## config.mk

```make
export PLATFORM = sky130hd
export DESIGN_NAME = io_arbiter
export DESIGN_NICKNAME = d
export VERILOG_FILES = /design/src/rtl/io_arbiter.sv
export SDC_FILE = /design/constraint.sdc
export NUM_CORES = 1
export LEC_CHECK = 0
export ABC_AREA = 1
export CORE_UTILIZATION = 47
export DETAILED_ROUTE_END_ITERATION = 8
export GPL_ROUTABILITY_DRIVEN = 1
export PLACE_DENSITY_LB_ADDON = 0.2
export SYNTH_ARGS = -nofsm -noshare
export SYNTH_HDL_FRONTEND = slang
export SYNTH_SLANG_ARGS = --single-unit
```

## constraint.sdc

```tcl
create_clock -name clk -period 8 [get_ports clk]
set_input_delay 1.6 -clock clk [delete_from_list [all_inputs] [get_ports clk]]
set_output_delay 1.6 -clock clk [all_outputs]
set_load 0.005 [all_outputs]
```

## src/rtl/io_arbiter.sv

```systemverilog
// io_arbiter: shares the IO/data bus between the CPU port and the image-scan engine,
// with CPU priority, scan anti-starvation and address-decoded region enables.
module io_arbiter #(
    parameter int ADDR_W     = 24,
    parameter int DATA_W     = 32,
    parameter int MEM_MAX    = 96,
    parameter int SHOW_BASE  = 100,
    parameter int SHOW_END   = 116,
    parameter int ORIG_BASE  = 120,
    parameter int ORIG_END   = 129,
    parameter int PROC_BASE  = 130,
    parameter int PROC_END   = 140,
    parameter int STARVE_MAX = 4
) (
    input  logic              clk,
    input  logic              rst_n,
    input  logic              cpu_req,
    input  logic              cpu_we,
    input  logic [ADDR_W-1:0] cpu_addr,
    input  logic [DATA_W-1:0] cpu_wdata,
    output logic              cpu_gnt,
    output logic [DATA_W-1:0] cpu_rdata,
    output logic              cpu_rvalid,
    input  logic              scan_start,
    output logic              scan_busy,
    output logic              scan_done,
    output logic [DATA_W-1:0] pix_data,
    output logic              pix_sel,
    output logic              pix_valid,
    input  logic              pix_ready,
    output logic [ADDR_W-1:0] bus_addr,
    output logic              bus_we,
    output logic [DATA_W-1:0] bus_wdata,
    input  logic [DATA_W-1:0] bus_rdata,
    output logic              mem_enb,
    output logic              show_enb,
    output logic              original_enb,
    output logic              process_enb
);
    localparam int SW = $clog2(STARVE_MAX + 1);
    localparam logic [ADDR_W-1:0] L_MEM = ADDR_W'(MEM_MAX);
    localparam logic [ADDR_W-1:0] L_SB  = ADDR_W'(SHOW_BASE);
    localparam logic [ADDR_W-1:0] L_SE  = ADDR_W'(SHOW_END);
    localparam logic [ADDR_W-1:0] L_OB  = ADDR_W'(ORIG_BASE);
    localparam logic [ADDR_W-1:0] L_OE  = ADDR_W'(ORIG_END);
    localparam logic [ADDR_W-1:0] L_PB  = ADDR_W'(PROC_BASE);
    localparam logic [ADDR_W-1:0] L_PE  = ADDR_W'(PROC_END);
    localparam logic [SW-1:0]     L_SM  = SW'(STARVE_MAX);

    typedef enum logic [1:0] {S_IDLE, S_ORIG, S_PROC, S_DRAIN} state_t;

    state_t            r_state;
    logic [ADDR_W-1:0] r_cnt;
    logic [SW-1:0]     r_starve;
    logic              r_scan_inflight;
    logic              r_pix_valid;
    logic              r_pix_sel;
    logic [DATA_W-1:0] r_pix_data;
    logic              r_cpu_rvalid;
    logic [DATA_W-1:0] r_cpu_rdata;
    logic              r_scan_done;

    logic              w_scan_req;
    logic              w_cpu_win;
    logic              w_scan_win;
    logic              w_pix_accept;
    logic [ADDR_W-1:0] w_addr;
    logic              w_mem;
    logic              w_show;
    logic              w_orig;
    logic              w_proc;

    // Scan asks only when its next word has somewhere to land and nothing is outstanding.
    assign w_scan_req   = (r_state == S_ORIG || r_state == S_PROC) && (!r_pix_valid || pix_ready) && !r_scan_inflight;
    assign w_cpu_win    = rst_n && cpu_req && !(w_scan_req && r_starve == L_SM);
    assign w_scan_win   = rst_n && w_scan_req && !w_cpu_win;
    assign w_pix_accept = r_pix_valid && pix_ready;
    assign w_addr       = w_cpu_win ? cpu_addr : w_scan_win ? r_cnt : '0;

    assign w_mem  = (w_cpu_win || w_scan_win) && w_addr <= L_MEM;
    assign w_show = w_addr >= L_SB && w_addr <= L_SE;
    assign w_orig = w_addr >= L_OB && w_addr <= L_OE;
    assign w_proc = w_addr >= L_PB && w_addr <= L_PE;

    assign cpu_gnt      = w_cpu_win;
    assign bus_addr     = w_addr;
    assign bus_we       = w_cpu_win && cpu_we && (w_mem || w_show || w_orig || w_proc);
    assign bus_wdata    = w_cpu_win ? cpu_wdata : '0;
    assign mem_enb      = w_mem;
    assign show_enb     = w_show;
    assign original_enb = w_orig;
    assign process_enb  = w_proc;
    assign cpu_rdata    = r_cpu_rdata;
    assign cpu_rvalid   = r_cpu_rvalid;
    assign pix_data     = r_pix_data;
    assign pix_sel      = r_pix_sel;
    assign pix_valid    = r_pix_valid;
    assign scan_busy    = r_state != S_IDLE;
    assign scan_done    = r_scan_done;

    always_ff @(posedge clk or negedge rst_n) begin
        if (!rst_n) begin
            r_state         <= S_IDLE;
            r_cnt           <= L_OB;
            r_starve        <= '0;
            r_scan_inflight <= 1'b0;
            r_pix_valid     <= 1'b0;
            r_pix_sel       <= 1'b0;
            r_pix_data      <= '0;
            r_cpu_rvalid    <= 1'b0;
            r_cpu_rdata     <= '0;
            r_scan_done     <= 1'b0;
        end else begin
            r_scan_inflight <= w_scan_win;
            r_cpu_rvalid    <= w_cpu_win && !cpu_we;
            r_starve        <= (w_scan_req && !w_scan_win) ? r_starve + 1'b1 : '0;
            r_scan_done     <= 1'b0;
            if (w_cpu_win && !cpu_we)
                r_cpu_rdata <= bus_rdata;
            if (w_scan_win) begin
                r_pix_valid <= 1'b1;
                r_pix_data  <= bus_rdata;
                r_pix_sel   <= r_state == S_PROC;
            end else if (w_pix_accept)
                r_pix_valid <= 1'b0;
            case (r_state)
                S_IDLE: if (scan_start) begin
                    r_state <= S_ORIG;
                    r_cnt   <= L_OB;
                end
                S_ORIG: if (w_scan_win) begin
                    r_cnt   <= (r_cnt == L_OE) ? L_PB : r_cnt + 1'b1;
                    r_state <= (r_cnt == L_OE) ? S_PROC : S_ORIG;
                end
                S_PROC: if (w_scan_win) begin
                    r_cnt   <= (r_cnt == L_PE) ? L_OB : r_cnt + 1'b1;
                    r_state <= (r_cnt == L_PE) ? S_DRAIN : S_PROC;
                end
                S_DRAIN: if (w_pix_accept) begin
                    r_state     <= S_IDLE;
                    r_scan_done <= 1'b1;
                end
                default: r_state <= S_IDLE;
            endcase
        end
    end
endmodule
```

# After elaboration in Yosys (flattened, before gate mapping)
# Index checks and enable logic that the tools add are counted.
# totals
ff_bits	98
word_cells	84
out_inout_bits	131
inputBits	94
# classes
order_cmp	7
add_sub_neg	2
muxes	21
n_eq_ne	10
reduce_logical	34
# ops
op	n
$mux W24	7
$pmux W24 S3	1
$eq A24 B8 Y1 const B	2
$ge A24 B7 Y1 const B	2
$le A24 B7 Y1 const B	2
$le A24 B8 Y1 const B	2
$mux W32	1
$add A24 B1 Y24 const B	1
$ge A24 B8 Y1 const B	1
$logic_and A1 B1 Y1	16
$mux W2	5
$ne A2 B2 Y1 const B	4
$pmux W2 S4	1
$reduce_and A4 Y1	2
$logic_not A1 Y1	6
$logic_or A1 B1 Y1	6
$mux W1	5
$eq A2 B2 Y1 const B	2
$reduce_bool A2 Y1	2
$add A3 B1 Y3 const B	1
$eq A3 B3 Y1 const B	1
$mux W3	1
$reduce_bool A3 Y1	1
$eq A2 B1 Y1 const B	1
$logic_not A2 Y1	1

# Logic depth before layout (Yosys ltp)
# logic_depth
word_depth	17
ltp_mapped	20
depth_no_buf	19

# Least setup slack after synthesis
# No wires, ideal clock.
# synth_timing
path_kind	input to output
start	input port pix_ready
end	output port bus_we
slack_ps	3356
t_arrival_ps	3044
t_required_ps	6400
path_buffers	1
path_stages	16
cell_sequence	inv_1 -> nand2_1 -> nand3_4 -> nand2_4 -> buf_2 -> nand3_1 -> nand2_1 -> nor2_1 -> nand2_1 -> nor2_4 -> nand2_1 -> nor2_2 -> nor2_1 -> nand3_1 -> nand2_1 -> inv_1
# synth_via
elab_chain_len	16
elab_cells_between_ends	28
classes_between	order compare: 7; mux: 2; reduce/logical: 19
# synth_lines
item	line	source
start: declaration	30	input logic pix_ready,
$logic_or A1 B1 Y1 (*)	74	assign w_scan_req = (r_state == S_ORIG || r_state == S_PROC) && (!r_pix_valid || pix_ready) && !r_scan_infligh ...
$logic_and A1 B1 Y1 (*) (2 in a row)	74	
$logic_and A1 B1 Y1	75	assign w_cpu_win = rst_n && cpu_req && !(w_scan_req && r_starve == L_SM);
$logic_not A1 Y1	75	
$logic_and A1 B1 Y1	75	
$logic_not A1 Y1	76	assign w_scan_win = rst_n && w_scan_req && !w_cpu_win;
$logic_and A1 B1 Y1	76	
$mux W24	78	assign w_addr = w_cpu_win ? cpu_addr : w_scan_win ? r_cnt : '0;
$mux W24 (*)	78	
via bus_addr[8]	31	output logic [ADDR_W-1:0] bus_addr,
$le A24 B7 Y1 (*)	80	assign w_mem = (w_cpu_win || w_scan_win) && w_addr <= L_MEM;
$logic_and A1 B1 Y1 (*)	80	
via mem_enb	35	output logic mem_enb,
$logic_or A1 B1 Y1 (*) (3 in a row)	87	assign bus_we = w_cpu_win && cpu_we && (w_mem || w_show || w_orig || w_proc);
$logic_and A1 B1 Y1 (*)	87	
end: declaration	32	output logic bus_we,
# Mark *: on every way through the listed nets, which the timed path passes. The rest lies on a longest branch.

# Worst setup path in the final report
# layout_timing
start	input port pix_ready
end	output port bus_we
# layout_via
elab_chain_len	16
elab_cells_between_ends	28
classes_between	order compare: 7; mux: 2; reduce/logical: 19
# layout_lines
item	line
$logic_or A1 B1 Y1 (*)	74
$logic_and A1 B1 Y1 (*) (2 in a row)	74
$logic_and A1 B1 Y1	75
$logic_not A1 Y1	75
$logic_and A1 B1 Y1	75
$logic_not A1 Y1	76
$logic_and A1 B1 Y1	76
$mux W24 (2 in a row)	78
$le A24 B7 Y1, or another cell as far along	80
$logic_and A1 B1 Y1 (on tied branches)	80, 81
$logic_or A1 B1 Y1 (3 in a row)	87
$logic_and A1 B1 Y1 (*)	87
# Every way passes the cells marked *; elsewhere a longest branch is shown, timed or not.

==> report_table.html <==
<table>
<tr><th>Metric</th><th>Value</th></tr>
<tr><th colspan="2">Route</th></tr>
<tr><td># DRC</td><td>0</td></tr>
<tr><td>Routed Wire Length</td><td>16380 um</td></tr>
<tr><td>Routed length on met2</td><td>7900 um</td></tr>
<tr><td>Initial detailed-routing violation count</td><td>361</td></tr>
<tr><td>Amount of wire on met3 after detailed routing</td><td>1515 um</td></tr>
<tr><td>DRT antenna net count</td><td>0</td></tr>
<tr><td>Avg WL per Cell</td><td>15.16 um</td></tr>
<tr><td>Number of vias per cell after detailed routing</td><td>5.145</td></tr>
<tr><td>Via total after detailed routing</td><td>5557</td></tr>
<tr><td>Highest layer used for signal routing</td><td>met4</td></tr>
<tr><td>DR pass1 iterations</td><td>5</td></tr>
<tr><td>Sum of routed wire segments on met1</td><td>6393 um</td></tr>
<tr><th colspan="2">Synthesis</th></tr>
<tr><td>Flip-flop cell with the highest count after synthesis</td><td>dfrtp_1</td></tr>
<tr><td>Post-synth cell types</td><td>39</td></tr>
<tr><td>Post-synth net total</td><td>827</td></tr>
<tr><td>Cell area after synthesis</td><td>5336 um^2</td></tr>
<tr><td>Post-Syn Instances</td><td>723</td></tr>
<tr><td>Sequential element share of the synthesized area</td><td>46.05%</td></tr>
<tr><td>Count of flip-flops with a built-in enable after synthesis</td><td>0</td></tr>
<tr><td>Synth async-reset ratio</td><td>100.0%</td></tr>
<tr><td>Total of flip-flops plus latches after synthesis</td><td>98</td></tr>
<tr><td>Number of warnings issued by yosys</td><td>0</td></tr>
<tr><td>Average footprint of a synthesized cell</td><td>7.381 um^2</td></tr>
<tr><th colspan="2">Global route</th></tr>
<tr><td>Remaining global-route overflow</td><td>0</td></tr>
<tr><td>Wire length of the first global-routing pass</td><td>25730 um</td></tr>
<tr><td>Via count of the first global-routing pass</td><td>5479</td></tr>
<tr><td>Number of antenna violations at the first check in global routing</td><td>0</td></tr>
<tr><td>Pin count of the biggest net entering global routing</td><td>84</td></tr>
<tr><td>Total track usage</td><td>28.47%</td></tr>
<tr><th colspan="2">Die</th></tr>
<tr><td>Total Die Area</td><td>11780 um^2</td></tr>
<tr><td>DIE WIDTH</td><td>108.6 um</td></tr>
<tr><td>Effective utilization at floorplan</td><td>48.80%</td></tr>
<tr><td>Core Area</td><td>10940 um^2</td></tr>
<tr><td>Total number of placement rows</td><td>38</td></tr>
<tr><td>Height of the chip</td><td>108.6 um</td></tr>
<tr><td>Number of top-level design ports</td><td>225</td></tr>
<tr><th colspan="2">Run status</th></tr>
<tr><td>Outcome</td><td>finished clean</td></tr>
<tr><th colspan="2">Worst hold path</th></tr>
<tr><td>Path category of the worst min-delay check</td><td>register to register</td></tr>
<tr><th colspan="2">Timing</th></tr>
<tr><td>Max-slew violation count</td><td>0</td></tr>
<tr><td>Transition time of the tightest slew-check pin</td><td>1019 ps</td></tr>
<tr><td>Hold Violations, Final</td><td>0</td></tr>
<tr><td>Summed negative setup slack over all endpoints</td><td>0 ps</td></tr>
<tr><td>Unrepaired setup endpoints after global routing</td><td>false</td></tr>
<tr><td>Post-route setup slack</td><td>1519 ps</td></tr>
<tr><td>Achievable clock frequency</td><td>154.3 MHz</td></tr>
<tr><td>Period utilisation layout</td><td>81.01%</td></tr>
<tr><td>Clk_skew</td><td>5.134 ps</td></tr>
<tr><td>Tmin final</td><td>6481 ps</td></tr>
<tr><td>Max transition margin</td><td>32.06%</td></tr>
<tr><td>Setup violators final</td><td>0</td></tr>
<tr><th colspan="2">Critical path</th></tr>
<tr><td>Crit Path Max Fanout</td><td>60</td></tr>
<tr><td>Data arrival, critical path</td><td>4880 ps</td></tr>
<tr><td>Cell chain of the critical path</td><td>clkdlybuf4s50_1 -&gt; inv_1 -&gt; nand2_1 -&gt; nand3_4 -&gt; nand2_4 -&gt; inv_2 -&gt; nand2_1 -&gt; nand2_1 -&gt; nor2_1 -&gt; nand2_1 -&gt; nor2_4 -&gt; nand2_1 -&gt; o21ai_1 -&gt; nand2_1 -&gt; nand3_1 -&gt; nand2_1 -&gt; inv_1 -&gt; clkdlybuf4s50_1</td></tr>
<tr><td>Data required time at the worst endpoint</td><td>6400 ps</td></tr>
<tr><td>Cell mode on critical path</td><td>nand2_1</td></tr>
<tr><td>Crit. End Element</td><td>primary output</td></tr>
<tr><td>Startpoint kind of the worst setup timing path</td><td>input port</td></tr>
<tr><td>Delay contributed by the slowest stage of the critical path</td><td>490 ps</td></tr>
<tr><td>Highest-delay cell along the critical path</td><td>clkdlybuf4s50_1</td></tr>
<tr><td>Startpoint-to-endpoint class of the critical path</td><td>input port to primary output</td></tr>
<tr><th colspan="2">Job</th></tr>
<tr><td>Max-capacitance violation count</td><td>0</td></tr>
<tr><th colspan="2">Finish</th></tr>
<tr><td>Ratio of cells with drive above 1 in the final layout</td><td>5.426%</td></tr>
<tr><td>Final Core Density</td><td>72.40%</td></tr>
<tr><td>Total number of nets in the final design</td><td>1039</td></tr>
<tr><td>Synth-to-Final Area Change</td><td>48.37%</td></tr>
<tr><td>Diodes inserted</td><td>0</td></tr>
<tr><th colspan="2">Place</th></tr>
<tr><td>Post-detail-place hpwl</td><td>12320 um</td></tr>
<tr><td>Worst slack after detailed placement</td><td>1531 ps</td></tr>
<tr><td>Final RePlAce weighted congestion</td><td>0.9579</td></tr>
<tr><td>Count of input and output buffers</td><td>224</td></tr>
<tr><th colspan="2">Clock tree</th></tr>
<tr><td>Clock sinks</td><td>98</td></tr>
<tr><td>Clock-pin transition on the worst setup and hold timing paths</td><td>70 ps</td></tr>
<tr><td>Clk root buf</td><td>clkbuf_16</td></tr>
<tr><td>CTS H-tree lvls</td><td>3</td></tr>
<tr><td>Longest Clk Path Bufs</td><td>2</td></tr>
<tr><td>Post CTS Setup Buffer Count</td><td>0</td></tr>
<tr><td>Count of cells resized by post-cts repair</td><td>0</td></tr>
<tr><td>Post-CTS Hold Fix Bufs</td><td>0</td></tr>
<tr><td>CTS tree</td><td>built</td></tr>
<tr><td>Total CTS buffers</td><td>9</td></tr>
<tr><td>Skew-Pair Late Insertion Delay</td><td>340 ps</td></tr>
<tr><th colspan="2">Power and ir drop</th></tr>
<tr><td>Power per standard cell area</td><td>257.8 nW/um^2</td></tr>
<tr><td>Worst VDD drop</td><td>0.1703 mV</td></tr>
<tr><td>Pwr Total</td><td>2041 uW</td></tr>
<tr><td>Pleak</td><td>0.003817 uW</td></tr>
</table>
## power by group
| part | total (uW) | internal [uW] | switching (uW) |
|---|---|---|---|
| sequential | 736 | 642 | 93.7 |
| clock | 405 | 218 | 186 |
| combinational | 901 | 421 | 480 |
## cell families (layout without fill, tap and decap cells)
| logic type | after synthesis | count (layout) | synth area share [%] |
|---|---|---|---|
| xor gates and xnor gates | 8 | 8 | 1.313 |
| adders and majority gates | 10 | 10 | 2.345 |
| and+or+nand+nor | 351 | 351 | 28.96 |
| DFF | 98 | 98 | 46.05 |
| AOI/OAI and AO/OA | 105 | 105 | 10.22 |
| buffers and inverters | 151 | 368 | 11.11 |
## placed cells by master, fill, tap and decap left out, types with 2 or more instances in the layout
| cell type | synthesis | routed |
|---|---|---|
| clkinv_2 | 0 | 4 |
| nand4_1 | 12 | 12 |
| nand2_1 | 176 | 176 |
| nor3_2 | 2 | 2 |
| clkbuf_16 | 0 | 9 |
| o21ai_1 | 6 | 6 |
| dfstp_2 | 4 | 4 |
| a31oi_1 | 2 | 2 |
| nand2_2 | 5 | 5 |
| o21ai_0 | 77 | 77 |
| nor2_2 | 7 | 7 |
| clkdlybuf4s50_1 | 0 | 223 |
| nand3_1 | 49 | 49 |
| buf_4 | 1 | 3 |
| ha_1 | 10 | 10 |
| xor2_1 | 5 | 5 |
| nor4_1 | 4 | 4 |
| inv_2 | 8 | 8 |
| inv_1 | 117 | 117 |
| o22ai_1 | 2 | 2 |
| dfrtp_1 | 94 | 94 |
| nor2_1 | 75 | 75 |
| a21oi_1 | 13 | 13 |
| xnor2_1 | 3 | 3 |
| nor2_4 | 3 | 3 |
| nor3_1 | 12 | 12 |
## registers in the layout, indices dropped and copies added, names as in the netlist, named ones only
| signal | cells |
|---|---|
| cpu_rdata | 32 |
| cpu_rvalid | 1 |
| pix_data | 32 |
| pix_sel | 1 |
| pix_valid | 1 |
| r_cnt | 24 |
| r_scan_inflight | 1 |
| r_starve | 3 |
| r_state | 1 |
| scan_done | 1 |
## worst max-delay path: cells and delay by family
family,cells,cell delay (ps)
compound gates,1,150
buf+inv,5,1370
simple gates,12,1750
## cell type report
type	instances	area (um^2)
repair buffers	226	2255
well taps	140	175.2
flip-flops and latches	98	2457
fillers	868	3018
clock buffers	11	242.7
multi-input cells	474	2286
clock inverters	5	28.78
inverters	126	473.0
## cell usage after synthesis (all sizes together) (2+ instances only)
library cell	number	area, um^2
nand2	182	703.2
inv	125	469.2
dfrtp	94	2352
nor2	86	379.1
o21ai	83	415.4
nand3	50	262.8
nor3	14	80.08
a21oi	13	65.06
clkbuf	13	48.80
buf	12	71.32
nand4	12	75.07
ha	10	125.1
xor2	5	43.79
dfstp	4	105.1
nor4	4	25.02
xnor2	3	26.28
a31oi	2	12.51
o22ai	2	12.51
## final timing paths
path                                   startpoint  slack (ps)  cells after the start                     to
setup / recovery                        pix_ready        1520                     18                 bus_we
hold reg to reg             r_starve[0]$_DFF_PN0_         480                      1  r_starve[0]$_DFF_PN0_
hold / removal              r_starve[0]$_DFF_PN0_         480                      1  r_starve[0]$_DFF_PN0_
setup reg to reg           r_state[0]$_DFFE_PN0P_        3900                     16   r_cnt[4]$_DFFE_PN1P_
min in group asynchronous                   rst_n        1110                      1   cpu_rvalid$_DFF_PN0_
max in group asynchronous                   rst_n        5610                      2  r_cnt[22]$_DFFE_PN0P_
## per-stage QoR
| stage | std cells | instance area [um^2] | hold slack (ps) |
|---|---|---|---|
| global placement | 1064 | 7646 | 443.3 |
| floorplan | 723 | 5336 | 431.9 |
| global route | 1080 | 7918 | 508.0 |
| finish | 1080 | 7918 | 477.1 |
| detailed placement | 1064 | 7646 | 471.8 |
| CTS | 1080 | 7918 | 482.9 |
## routing by layer
metal	GRT usage, %	vias to the layer above
li1	-	2674
met1	32.52	2591
met2	49.01	253
met3	8.077	39
met4	13.32	0
met5	0	-
Note: power is estimated with default switching activity, not from simulation.
